<file path="config.mk">
export PLATFORM = sky130hd
export DESIGN_NAME = sync_fifo_flat
export DESIGN_NICKNAME = d
export VERILOG_FILES = /design/src/rtl/sync_fifo_pkg.sv /design/src/rtl/sync_fifo_if.sv /design/src/rtl/sync_fifo_mem.sv /design/src/rtl/sync_fifo.sv /design/src/flat_wrapper.sv
export SDC_FILE = /design/constraint.sdc
export NUM_CORES = 1
export LEC_CHECK = 0
export ABC_AREA = 1
export ABC_CLOCK_PERIOD_IN_PS = 5830
export CORE_MARGIN = 8
export CORE_UTILIZATION = 50
export CTS_CLUSTER_SIZE = 20
export DETAILED_ROUTE_END_ITERATION = 8
export PLACE_DENSITY_LB_ADDON = 0.05
export SLEW_MARGIN = 20
export SYNTH_ARGS = -nofsm -noshare
export SYNTH_HDL_FRONTEND = slang
export SYNTH_SLANG_ARGS = --single-unit
</file>
<file path="constraint.sdc">
create_clock -name clock -period 5.83 [get_ports clock]
set_clock_uncertainty 0.1 [all_clocks]
set_input_delay 1.166 -clock clock [delete_from_list [all_inputs] [get_ports clock]]
set_output_delay 1.166 -clock clock [all_outputs]
set_load 0.02 [all_outputs]
</file>
<file path="src/rtl/sync_fifo_pkg.sv">
// Shared constants, operation encoding and width helper for the sync_fifo family.
// Used by the UART receive buffer and indicator FIFOs.
package sync_fifo_pkg;

    localparam int DEFAULT_DATA_WIDTH   = 8;
    localparam int DEFAULT_DEPTH        = 16;
    localparam int DEFAULT_AF_THRESHOLD = 14;
    localparam int DEFAULT_AE_THRESHOLD = 2;

    typedef enum logic [1:0] {
        OP_IDLE  = 2'b00,
        OP_READ  = 2'b01,
        OP_WRITE = 2'b10,
        OP_BOTH  = 2'b11
    } fifoOp_e;

    function automatic int ptrWidth(input int depth);
        return (depth < 2) ? 1 : $clog2(depth);
    endfunction

    function automatic fifoOp_e decodeOp(input logic wrOk, input logic rdOk);
        fifoOp_e op;
        case ({wrOk, rdOk})
            2'b01:   op = OP_READ;
            2'b10:   op = OP_WRITE;
            2'b11:   op = OP_BOTH;
            default: op = OP_IDLE;
        endcase
        return op;
    endfunction

endpackage

</file>
<file path="src/rtl/sync_fifo_if.sv">
// Handshake/status bundle for sync_fifo: the FIFO sits on the slave modport,
// its producer/consumer on the master modport.
interface sync_fifo_if
    import sync_fifo_pkg::*;
#(
    parameter int DATA_WIDTH = DEFAULT_DATA_WIDTH,
    parameter int DEPTH      = DEFAULT_DEPTH
);

    localparam int PTR_W = ptrWidth(DEPTH);

    logic                  flush;
    logic                  write;
    logic [DATA_WIDTH-1:0] data_in;
    logic                  read;
    logic                  clear_errors;
    logic [DATA_WIDTH-1:0] data_out;
    logic                  empty;
    logic                  full;
    logic                  almost_empty;
    logic                  almost_full;
    logic [PTR_W:0]        level;
    logic                  overflow;
    logic                  underflow;

    modport slave (
        input  flush,
        input  write,
        input  data_in,
        input  read,
        input  clear_errors,
        output data_out,
        output empty,
        output full,
        output almost_empty,
        output almost_full,
        output level,
        output overflow,
        output underflow
    );

    modport master (
        output flush,
        output write,
        output data_in,
        output read,
        output clear_errors,
        input  data_out,
        input  empty,
        input  full,
        input  almost_empty,
        input  almost_full,
        input  level,
        input  overflow,
        input  underflow
    );

endinterface

</file>
<file path="src/rtl/sync_fifo_mem.sv">
// Storage array for sync_fifo: one synchronous write port and one asynchronous
// read port, so the head entry is visible without a read-data register.
module sync_fifo_mem #(
    parameter int DATA_WIDTH = 8,
    parameter int DEPTH      = 16,
    parameter int ADDR_W     = 4
) (
    input  logic                  clock,
    input  logic                  we_i,
    input  logic [ADDR_W-1:0]     waddr_i,
    input  logic [DATA_WIDTH-1:0] wdata_i,
    input  logic [ADDR_W-1:0]     raddr_i,
    output logic [DATA_WIDTH-1:0] rdata_o
);

    logic [DATA_WIDTH-1:0] mem_q [DEPTH];

    // Contents are deliberately not reset or cleared on flush.
    always_ff @(posedge clock) begin
        if (we_i) begin
            mem_q[waddr_i] <= wdata_i;
        end
    end

    assign rdata_o = mem_q[raddr_i];

endmodule

</file>
<file path="src/rtl/sync_fifo.sv">
// Parametrised single-clock show-ahead FIFO with guarded read/write, fill level,
// almost flags and flush. Define SYNC_FIFO_ERR_EN for sticky overflow/underflow.
module sync_fifo
    import sync_fifo_pkg::*;
#(
    parameter int DATA_WIDTH   = DEFAULT_DATA_WIDTH,
    parameter int DEPTH        = DEFAULT_DEPTH,
    parameter int AF_THRESHOLD = DEFAULT_AF_THRESHOLD,
    parameter int AE_THRESHOLD = DEFAULT_AE_THRESHOLD
) (
    input logic        clock,
    input logic        reset,
    sync_fifo_if.slave bus
);

    localparam int             PTR_W  = ptrWidth(DEPTH);
    localparam logic [PTR_W:0] AF_LVL = (PTR_W+1)'(AF_THRESHOLD);
    localparam logic [PTR_W:0] AE_LVL = (PTR_W+1)'(AE_THRESHOLD);

    logic [PTR_W:0] wrPtr_q, wrPtr_d;
    logic [PTR_W:0] rdPtr_q, rdPtr_d;
    logic [PTR_W:0] level_q, level_d;
    logic           emptyS;
    logic           fullS;
    logic           rdOk;
    logic           wrOk;
    logic           memWe;
    fifoOp_e        op;

    // Same index with differing wrap bits means the writer is a full lap ahead.
    assign emptyS = (wrPtr_q == rdPtr_q);
    assign fullS  = (wrPtr_q[PTR_W-1:0] == rdPtr_q[PTR_W-1:0]) &&
                    (wrPtr_q[PTR_W] != rdPtr_q[PTR_W]);

    assign rdOk  = bus.read & ~emptyS;
    assign wrOk  = bus.write & (~fullS | rdOk);
    assign op    = decodeOp(wrOk, rdOk);
    assign memWe = wrOk & ~bus.flush;

    always_comb begin
        wrPtr_d = wrPtr_q;
        rdPtr_d = rdPtr_q;
        level_d = level_q;
        if (bus.flush) begin
            wrPtr_d = '0;
            rdPtr_d = '0;
            level_d = '0;
        end else begin
            case (op)
                OP_WRITE: begin
                    wrPtr_d = wrPtr_q + 1'b1;
                    level_d = level_q + 1'b1;
                end
                OP_READ: begin
                    rdPtr_d = rdPtr_q + 1'b1;
                    level_d = level_q - 1'b1;
                end
                OP_BOTH: begin
                    wrPtr_d = wrPtr_q + 1'b1;
                    rdPtr_d = rdPtr_q + 1'b1;
                end
                default: begin
                end
            endcase
        end
    end

    always_ff @(posedge clock) begin
        if (reset) begin
            wrPtr_q <= '0;
            rdPtr_q <= '0;
            level_q <= '0;
        end else begin
            wrPtr_q <= wrPtr_d;
            rdPtr_q <= rdPtr_d;
            level_q <= level_d;
        end
    end

    sync_fifo_mem #(
        .DATA_WIDTH (DATA_WIDTH),
        .DEPTH      (DEPTH),
        .ADDR_W     (PTR_W)
    ) u_mem (
        .clock   (clock),
        .we_i    (memWe),
        .waddr_i (wrPtr_q[PTR_W-1:0]),
        .wdata_i (bus.data_in),
        .raddr_i (rdPtr_q[PTR_W-1:0]),
        .rdata_o (bus.data_out)
    );

    assign bus.empty        = emptyS;
    assign bus.full         = fullS;
    assign bus.level        = level_q;
    assign bus.almost_empty = (level_q <= AE_LVL);
    assign bus.almost_full  = (level_q >= AF_LVL);

`ifdef SYNC_FIFO_ERR_EN
    logic overflow_q, overflow_d;
    logic underflow_q, underflow_d;

    // A new error in the same cycle as clear_errors wins over the clear.
    always_comb begin
        overflow_d  = overflow_q;
        underflow_d = underflow_q;
        if (bus.clear_errors) begin
            overflow_d  = 1'b0;
            underflow_d = 1'b0;
        end
        if (bus.write & ~wrOk & ~bus.flush) begin
            overflow_d = 1'b1;
        end
        if (bus.read & emptyS & ~bus.flush) begin
            underflow_d = 1'b1;
        end
    end

    always_ff @(posedge clock) begin
        if (reset) begin
            overflow_q  <= 1'b0;
            underflow_q <= 1'b0;
        end else begin
            overflow_q  <= overflow_d;
            underflow_q <= underflow_d;
        end
    end

    assign bus.overflow  = overflow_q;
    assign bus.underflow = underflow_q;
`else
    logic unusedClearErrors;
    assign unusedClearErrors = bus.clear_errors;
    assign bus.overflow      = 1'b0;
    assign bus.underflow     = 1'b0;
`endif

endmodule

</file>
<file path="src/flat_wrapper.sv">
// flat-port wrapper written by rule: the top's interface ports become plain ports
module sync_fifo_flat import sync_fifo_pkg::*;
#(
    parameter int DATA_WIDTH   = DEFAULT_DATA_WIDTH,
    parameter int DEPTH        = DEFAULT_DEPTH,
    parameter int AF_THRESHOLD = DEFAULT_AF_THRESHOLD,
    parameter int AE_THRESHOLD = DEFAULT_AE_THRESHOLD
)
  (clock, reset, bus_flush, bus_write, bus_data_in, bus_read, bus_clear_errors, bus_data_out, bus_empty, bus_full, bus_almost_empty, bus_almost_full, bus_level, bus_overflow, bus_underflow);
  sync_fifo_if #(.DATA_WIDTH(DATA_WIDTH), .DEPTH(DEPTH)) bus_i ();
  input logic clock;
  input logic reset;
  input wire logic [$bits(bus_i.flush)-1:0] bus_flush;
  input wire logic [$bits(bus_i.write)-1:0] bus_write;
  input wire logic [$bits(bus_i.data_in)-1:0] bus_data_in;
  input wire logic [$bits(bus_i.read)-1:0] bus_read;
  input wire logic [$bits(bus_i.clear_errors)-1:0] bus_clear_errors;
  output wire logic [$bits(bus_i.data_out)-1:0] bus_data_out;
  output wire logic [$bits(bus_i.empty)-1:0] bus_empty;
  output wire logic [$bits(bus_i.full)-1:0] bus_full;
  output wire logic [$bits(bus_i.almost_empty)-1:0] bus_almost_empty;
  output wire logic [$bits(bus_i.almost_full)-1:0] bus_almost_full;
  output wire logic [$bits(bus_i.level)-1:0] bus_level;
  output wire logic [$bits(bus_i.overflow)-1:0] bus_overflow;
  output wire logic [$bits(bus_i.underflow)-1:0] bus_underflow;
  assign bus_i.flush = bus_flush;
  assign bus_i.write = bus_write;
  assign bus_i.data_in = bus_data_in;
  assign bus_i.read = bus_read;
  assign bus_i.clear_errors = bus_clear_errors;
  assign bus_data_out = bus_i.data_out;
  assign bus_empty = bus_i.empty;
  assign bus_full = bus_i.full;
  assign bus_almost_empty = bus_i.almost_empty;
  assign bus_almost_full = bus_i.almost_full;
  assign bus_level = bus_i.level;
  assign bus_overflow = bus_i.overflow;
  assign bus_underflow = bus_i.underflow;
  sync_fifo #(.DATA_WIDTH(DATA_WIDTH), .DEPTH(DEPTH), .AF_THRESHOLD(AF_THRESHOLD), .AE_THRESHOLD(AE_THRESHOLD)) u_core (.clock(clock), .reset(reset), .bus(bus_i));
endmodule
</file>
; Yosys cells after proc, flatten, opt, wreduce, memory -nomap -nowiden
; Memories as Yosys holds them, arrays and structs flattened. A register that Yosys moved wholly into a read port is not among the register bits.
; Cells that the tools add are included.
; W data, S select, Z words.
[op_classes]
bitwise_logic = 7
eq_ne = 9
n_mux = 6
n_lt_le_gt_ge = 2
n_reduce_logical = 5
n_addsub = 4
[ops]
columns = cell, n
row1 = $add A5 B1 Y5 const B, 3
row2 = $pmux W5 S2, 1
row3 = $eq A2 B2 Y1 const B, 4
row4 = $mux W4, 2
row5 = $pmux W2 S3, 1
row6 = $reduce_or A2 Y1, 3
row7 = $eq A5 B5 Y1, 1
row8 = $ge A5 B4 Y1 const B, 1
row9 = $le A5 B2 Y1 const B, 1
row10 = $sub A5 B1 Y5 const B, 1
row11 = $eq A2 B1 Y1 const B, 2
row12 = $eq A4 B4 Y1, 1
row13 = $and A1 B1 Y1, 3
row14 = $not A1 Y1, 3
row15 = $mux W1, 2
row16 = $reduce_bool A2 Y1, 1
row17 = $logic_and A1 B1 Y1, 1
row18 = $ne A1 B1 Y1, 1
row19 = $or A1 B1 Y1, 1
[word_totals]
in_bits = 14
ram_bits = 128
elab_cells = 37
ff_bits = 15
mem_count = 1
[mem_list]
columns = memory, words, word_bits, read_ports, rd_ports_with_merged_regs, write_ports, line
row1 = u_core.u_mem.mem_q, 16, 8, 1, 1, 1, sync_fifo_mem.sv:16  ; logic [DATA_WIDTH-1:0] mem_q [DEPTH];

; Logic depth before layout (Yosys ltp)
[logic_depth]
ltp_word = 11
depth_mapped = 18
mapped_depth_nobuf = 18

; Modules after synthesis
; From an unflattened synthesis, not the netlist that was laid out.
[unflattened]
hier_cells = 680
area_unflattened_um2 = 6591.3
[modules_own_cells]
columns = mod, area_each_um2, cells_each, n_inst
row1 = sync_fifo_mem, 5606.6, 543, 1
row2 = sync_fifo, 984.7, 137, 1

; Worst setup path before layout
; OpenSTA, ideal clock, no wires.
[synth_timing]
path_kind = reg-to-output
from = register u_core.level_q[0], in the netlist u_core.bus.level[0]
to = output port bus_almost_empty
arrival_ns = 1.558
required_time_ns = 4.564
slack_ns = 3.006
stages_incl_launch_ff = 2
path_buffers = 0
path_cell_list = dfxtp_1 -> a2111oi_0
[synth_via]
elab_chain_len = 1
[synth_rtl]
columns = item, line
row1 = "start, declared", sync_fifo.sv:22  ; logic [PTR_W:0] level_q, level_d;
row2 = "start signal, assigned", sync_fifo.sv:76  ; level_q <= level_d;
row3 = $le A5 B2 Y1, sync_fifo.sv:96  ; assign bus.almost_empty = (level_q <= AE_LVL);
row4 = "end, declared", flat_wrapper.sv:21  ; output wire logic [$bits(bus_i.almost_empty)-1:0] bus_almost_empty;
; No other way between the ends.

==> flow_summary.yaml <==
timing:
  timing_worst_slew_pin_value_ns: 1.04
  setup_tns_ns: 0
  post-route-worst-setup-slack_ns: 1.03
  part_of_the_cycle_the_worst_path_needs_pct: 82.2
  maxSlewHeadroom_pct: 30.1
  setup_viol: 0
  final_max_slew_viol_count: 0
  finalCriticalPeriod_ns: 4.80
  timing.final.hold_violations: 0
  grt_setup_unrepaired: "no"
  fmax_mhz: 209
  fin_hold_ws_ns: 0.423
place:
  place.gp.congestion: 0.775
  port-buffer-count: 29
  pre_cts_ws_ns: 1.83
  detailed_place_hpwl_um: 7830
final_layout:
  post_route_cells_drive_above_1_share_pct: 9.91
  fillerInstances: 1041
  num-nets-final: 555
  layout.cells.most_common: "edfxtp_1"
  layout.cells.most_common_list: "128 x edfxtp_1, 49 x inv_1, 43 x o21ai_0"
  area.growth.synth_to_final_pct: 17.0
  antennaDiodeCount: 0
drt:
  detailedRoute.firstPassIterationCount: 7
  drt-initial-drc-count: 244
  vias_per_cell: 5.25
  drt_drc_violations_left: 0
  wl_met2_um: 6240
  vias: 3763
  wl_met1_um: 5640
  route.top_layer_used: "met4"
  ant_nets: 0
  wl_per_cell_um: 17.9
  routed_wirelength_um: 12900
  wl_met3_um: 632
job:
  max-cap-violations: 0
clocking:
  post_cts_resized: 0
  total_clock_sinks: 147
  cts.path.max_buffers: 2
  holdBufCountCts: 0
  cts_root_buffer: "clkbuf_16"
  cts_post_setup_buffers_inserted: 0
  worst_skew_pair.late_latency_ns: 0.42
  htree_levels: 4
  tritoncts_clock_tree: "done"
  clk_pin_slew_worst_paths_ns: 0.06
  cts_inserted_buffers: 17
critical_path:
  setup.worst_path.end_class: "output port"
  worstSetupPathType: "reg2out"
  start_kind: "flip-flop"
  worst-endpoint-arrival_ns: 3.53
  critical_path_required_ns: 4.56
  critical_path_peak_fanout: 33
worst_hold_path:
  min-delay-path-class: "reg2reg"
yosys:
  number_of_warnings_issued_by_yosys: 0
  synth_largest_type_area_fraction_pct: 61.4
  yosys.cell_types.count: 35
  syn_area_per_cell_um2: 12.4
  synth.ff_latch_count: 147
  syn_area_um2: 6260
  yosys-top-cells-area: "edfxtp_1 61%, dfxtp_1 6.1%, mux2i_1 5.1%"
  synthesis.instances: 504
  synth_sequential_area_ratio_pct: 67.4
  synthDominantAreaCellType: "edfxtp_1"
power:
  power_per_cell_area_nw_per_um2: 331
  vdd.ir_drop.worst_uv: 170
  total_design_power_w: 0.00243
  cellLeakagePower_nw: 2.51
floorplanning:
  area_of_the_die_um2: 16400
  core.rowCount: 41
  chipWidth_um: 128
  initial_utilization_pct: 50.5
  die_h_um: 128
  core_area_um2: 12400
  boundaryPins: 33
global_routing:
  antenna_found_initial: 0
  vias_in_the_first_global_route: 3675
  grt.total_usage_pct: 16.6
  grt_remaining_overflow: 0
  pin_count_of_the_biggest_net_entering_global_routing: 97
  grt_first_pass_wirelength_um: 20000
outcome:
  outcome: "completed"
==> Yosys cell counts (all sizes together) <==
library cell / instances
edfxtp: 128
inv: 56
o21ai: 49
nand2: 46
a21oi: 42
mux2i: 32
o211ai: 32
nor2: 31
dfxtp: 19
nand3: 18
buf: 13
clkbuf: 12
ha: 8
nor3: 6
xor2: 3
xnor2: 2
a2111oi: 1
a211oi: 1
a31o: 1
clkinv: 1
conb: 1
fa: 1
nand3b: 1
==> stage by stage <==
step / area (um^2) / utilization (%) / std cells
global placement: 6690 / 53.8 / 684
global route: 7330 / 59.0 / 717
floorplan: 6270 / - / 505
finish: 7330 / 59.0 / 717
detailed placement: 6690 / 53.8 / 684
CTS: 7310 / 58.9 / 716
==> layout make-up <==
cell class	instances	area (um^2)	area share, %
Clock buffer	19	433	5.91
Timing Repair Buffer	33	333	4.54
Multi-Input combinational cell	276	1720	23.4
Inverter	57	214	2.92
Tap cell	172	215	2.94
Clock inverter	13	189	2.58
Sequential cell	147	4230	57.7
==> worst max-delay path, stage by stage (launching register included) <==
cell and delay (ns):
dfxtp_1 0.30, buf_4 0.38, clkinv_1 0.93, o211ai_1 0.49, nand3_1 0.19, nand2_1 0.16, clkdlybuf4s50_1 0.62
==> cell families after synthesis <==
family	Yosys count	synth area share [%]
AND/OR/NAND/NOR	102	7.69
AO/OA/AOI/OAI	126	11.7
buffers and inverters	82	5.41
flip-flops	147	67.4
adder cells (fa/ha/maj)	9	1.92
XOR/XNOR	5	0.699
other	1	0.0599
multiplexers	32	5.11
==> power breakdown <==
group | internal, W | leakage [nW] | switching [W]
clock | 0.000750 | 0.305 | 0.000393
combinational | 0.0000476 | 0.899 | 0.0000753
sequential | 0.00115 | 1.31 | 0.00000839
==> state kept, by name, indices dropped and copies added (netlist names), named ones only <==
| name | flops |
|---|---|
| u_core.bus.level | 5 |
| u_core.u_mem.mem_q | 128 |
| u_core.wrPtr_q | 5 |
| u_core.rdPtr_q | 5 |
==> metal layers <==
metal / vias to the layer above / track usage (%)
met5: - / 0
met4: 0 / 8.67
met3: 25 / 4.87
met2: 89 / 26.6
met1: 1787 / 20.0
li1: 1862 / -
==> final timing paths <==
| check | start | to | slack (ns) | depth (start not counted) |
|---|---|---|---|---|
| worst max-delay path | flip-flop | bus_data_out[5] | 1.03 | 6 |
| worst min-delay path | u_core.wrPtr_q[4] | u_core.wrPtr_q[4] | 0.42 | 2 |
| worst max register to register | u_core.wrPtr_q[1] | u_core.bus.level[4] | 3.06 | 18 |
| worst min register to register | u_core.wrPtr_q[4] | u_core.wrPtr_q[4] | 0.42 | 2 |
Note: power is estimated with default switching activity, not from simulation.
